File: src/rtl/unary_dec_pipe.sv
// unary_dec_pipe: two-stage unary/thermometer admission check and length decoder with saturating reject counter
module unary_dec_pipe #(
  parameter int W = 16,
  parameter bit P_ADMIT_COMPLIMENT_EN = 1'b0,
  parameter int CNT_W = 16
) (
  input  logic                 i_clk,
  input  logic                 i_rst,
  input  logic                 i_valid,
  input  logic [W-1:0]         i_x,
  output logic                 o_ready,
  output logic                 o_valid,
  input  logic                 i_ready,
  output logic [$clog2(W)-1:0] o_len,
  output logic                 o_is_compliment,
  output logic                 o_err,
  input  logic                 i_err_clr,
  output logic [CNT_W-1:0]     o_err_cnt
);
  localparam int LW = $clog2(W);
  logic s1_valid, s1_nc, s1_cp, nc, cp, s2_en, inc;
  logic [W-1:0] s1_x, nx, pv;
  logic [LW-1:0] len;
  assign nx = ~i_x;
  // all-zero and all-ones satisfy the bit trick but are never admitted
  assign nc = (((i_x + W'(1)) & i_x) == '0) && (i_x != '0) && (i_x != '1);
  assign cp = P_ADMIT_COMPLIMENT_EN && (((nx + W'(1)) & nx) == '0) && (nx != '0) && (nx != '1);
  assign s2_en = !o_valid || i_ready;
  assign o_ready = !s1_valid || !o_valid || i_ready;
  assign inc = o_valid && i_ready && o_err;
  assign pv = s1_cp ? ~s1_x : s1_x;
  always_comb begin
    len = '0;
    for (int i = 0; i < W; i++) len = len + LW'(pv[i]);
  end
  always_ff @(posedge i_clk) begin
    if (i_rst) begin
      s1_valid <= 1'b0;
      s1_x <= '0;
      s1_nc <= 1'b0;
      s1_cp <= 1'b0;
      o_valid <= 1'b0;
      o_len <= '0;
      o_is_compliment <= 1'b0;
      o_err <= 1'b0;
      o_err_cnt <= '0;
    end else begin
      if (o_ready) begin
        s1_valid <= i_valid;
        s1_x <= i_x;
        s1_nc <= nc;
        s1_cp <= cp;
      end
      if (s2_en) begin
        o_valid <= s1_valid;
        o_len <= (s1_nc || s1_cp) ? len : '0;
        o_is_compliment <= s1_cp;
        o_err <= !(s1_nc || s1_cp);
      end
      o_err_cnt <= i_err_clr ? CNT_W'(inc) : (inc && o_err_cnt != '1) ? o_err_cnt + CNT_W'(1) : o_err_cnt;
    end
  end
endmodule

File: config.mk
export PLATFORM = sky130hd
export DESIGN_NAME = unary_dec_pipe
export DESIGN_NICKNAME = d
export VERILOG_FILES = /design/src/rtl/unary_dec_pipe.sv
export SDC_FILE = /design/constraint.sdc
export NUM_CORES = 1
export LEC_CHECK = 0
export ABC_AREA = 1
export ABC_CLOCK_PERIOD_IN_PS = 9200
export CAP_MARGIN = 5
export CORE_UTILIZATION = 55
export DETAILED_ROUTE_END_ITERATION = 6
export PLACE_DENSITY = 0.84
export SKIP_CTS_REPAIR_TIMING = 1
export SLEW_MARGIN = 20
export SYNTH_ARGS = -nofsm -noshare
export SYNTH_HDL_FRONTEND = slang
export SYNTH_SLANG_ARGS = --single-unit
File: constraint.sdc
create_clock -name i_clk -period 9.2 [get_ports i_clk]
set_clock_uncertainty 0.2 [all_clocks]
set_input_delay 1.84 -clock i_clk [delete_from_list [all_inputs] [get_ports i_clk]]
set_output_delay 1.84 -clock i_clk [all_outputs]
set_load 0.01 [all_outputs]
==> metrics <==
gpl congestion=0.821; CP arrival=3.42 ns; final hold vios=0; # IOs=45; CTS tree=done; drt total wl=5170 µm; Pre-Repair DR Iteration Count=4; mapped cell area=2390 µm²; PD cells=133 nW/µm²; Reg clk slew, reported paths=0.08 ns; CTS Sinks=40; Die ar.=4620 µm²; H-tree Lvls=2; RSZ-0062 raised after global routing=no; Sw Ratio=29.9%; post-synthesis sequential area ratio=33.4%; global-route wire length before repair=8700 µm; CP max FO=14; post-synthesis register bit count=40; yosys warns=0; relative slew slack=56.4%; GRT Resource Usage Total=25.5%; root buffer cell=clkbuf_8; wire per inst=11.8 µm; post-synthesis area per instance=6.88 µm²; Async SR Flop Fraction=0%; Num CTS Buffers=5; Hold WC Path Type=flop to flop; post-synthesis cell type count=31; synthesis-to-finish area growth=21.7%; fin worst setup slack=3.74 ns; fmax=183 MHz; Setup Crit Path Kind=primary input to output pin; Mapped Nets=385; DIE HEIGHT=68.0 µm; antenna violations before repair=0; Initial DRC Count=94; MaxCap Viol Count=0; status=complete, no violations; Worst Tran Pin Value=0.653 ns; share of cells above drive strength 1=4.38%; number of global-route vias before repair=2125; Post-Layout Cell Count=438; max-slew violation count=0; Reg power frac=46.7%; clock power share=29.2%; final net count=425; count of final setup violators=0; Initial Utilization=58.6%; synthesized instance count=348; CORE AREA=4090 µm²; Hold Slack=0.271 ns; die width=68.0 µm; pre-CTS setup slack=3.75 ns; Row Count=23; Cell Int Power=271 µW; reg2reg path depth=11; post-route clock period utilization=59.4%; number of port buffers=43; P_sw=116 µW; P_leak=0.00116 µW; fin crit period=5.46 ns; Skew-Pair Late Insertion Delay=0.30 ns; largest net degree at the start of global routing=27; via count=2286; Detail Placement HPWL=3950 µm; buffer levels on the longest clock path=2; Final ANT Viol Nets=0; Critical Path Source Type=primary input; fillers=365; total global routing overflow=0; Via-to-Cell Ratio=5.22; number of enable flip-flop cells after synthesis=0; WHS Path Cells=2; Placed Cells=431; Worst Path Required=7.16 ns; Worst Setup End Kind=output pin; Comb power frac=24.1%; ys flop type=dfxtp_1; VDD IR-drop max=108 µV; post-route setup TNS=0 ns; antenna cells=0; # DRC=0
## registers in the layout, summed over array words and instances, names as in the netlist
register,count
o_err_cnt,16
s1_x,16
o_len,4
o_err,1
o_valid,1
s1_nc,1
s1_valid,1
## cell families after synthesis
logic type | after synthesis | share of synthesized area (%)
AND/OR/NAND/NOR | 179 | 31.6
buffers and inverters | 61 | 10.4
AO/OA/AOI/OAI | 46 | 11.1
flip-flops | 40 | 33.4
adder cells (fa/ha/maj) | 16 | 11.5
XOR/XNOR | 5 | 1.83
other | 1 | 0.157
## through the flow
step	utilization (%)	area [µm²]	power (µW)
after floorplan	-	2390	249
after global placement	69.3	2830	272
after detailed placement	69.3	2830	276
after CTS	71.3	2910	389
after global routing	71.3	2910	413
final	71.3	2910	387
## critical path, stage by stage
cell             delay, ns
clkdlybuf4s50_1       0.49
inv_1                 0.06
nand3_1               0.39
clkdlybuf4s50_1       0.64
## cell type report
cell class              count  area, µm²  share of cell area (%)
well taps                  50       62.6                    2.15
clock inverters             2       12.5                   0.429
flip-flops and latches     40        801                    27.5
repair buffers             44        438                    15.0
inverters                  50        188                    6.44
multi-input cells         247       1340                    46.1
clock buffers               5       68.8                    2.36
## synth_stat cells (all sizes together), types with 4 or more instances
cell	number	area, µm²
nor2	60	238
dfxtp	40	801
clkbuf	5	18.8
nor3	6	35.0
o21ai	12	60.1
nand4	4	25.0
buf	6	43.8
inv	50	188
nand3	21	105
ha	6	75.1
a211oi	13	97.6
a21oi	20	100
fa	10	200
nand2	83	314
## layer usage
| layer | part of all wire, % | vias up | global-route usage (%) |
|---|---|---|---|
| met5 | 0 | - | 0 |
| met4 | 2.2 | 0 | 13.3 |
| met3 | 3.7 | 10 | 4.17 |
| met2 | 52 | 50 | 47.3 |
| met1 | 42 | 1053 | 27.3 |
| li1 | - | 1173 | - |
## cells in the final DEF, fill, tap and decap left out
cell / netlist / final
a211oi_1: 13 / 13
a21o_1: 1 / 1
a21oi_1: 20 / 20
and3_1: 1 / 1
buf_4: 3 / 1
clkbuf_8: 0 / 5
clkdlybuf4s50_1: 0 / 43
clkinv_2: 0 / 1
clkinvlp_4: 0 / 1
conb_1: 1 / 1
dfxtp_1: 40 / 40
fa_1: 10 / 10
ha_1: 6 / 6
inv_1: 48 / 48
inv_2: 2 / 2
nand2_1: 82 / 82
nand2_2: 1 / 1
nand3_1: 21 / 21
nand4_1: 4 / 4
nor2_1: 57 / 57
nor2_2: 2 / 2
nor2_4: 1 / 1
nor3_1: 5 / 5
nor3_2: 1 / 1
nor3b_1: 1 / 1
nor3b_2: 1 / 1
nor4_1: 1 / 1
o21ai_0: 10 / 10
o21ai_1: 2 / 2
or2_2: 1 / 1
xnor2_1: 2 / 2
xor2_1: 3 / 3
## final timing paths
check / start / endpoint / slack [ns]
max: i_ready / o_ready / 3.74
min: o_len[3]$_SDFFE_PP0P_ / o_len[3]$_SDFFE_PP0P_ / 0.27
max reg2reg: s1_x[0]$_SDFFE_PP0P_ / o_len[2]$_SDFFE_PP0P_ / 5.54
min reg2reg: o_len[3]$_SDFFE_PP0P_ / o_len[3]$_SDFFE_PP0P_ / 0.27
## power groups by stage
stage / Combinational, µW / Sequential (µW) / Clock (µW)
4_1_cts: 93.3 / 181 / 115
2_1_floorplan: 64.1 / 184 / 0
6_report: 93.1 / 181 / 113
5_1_grt: 110 / 181 / 121
3_5_place_dp: 91.0 / 185 / 0
3_3_place_gp: 87.9 / 185 / 0
Note: power is estimated with default switching activity, not from simulation.
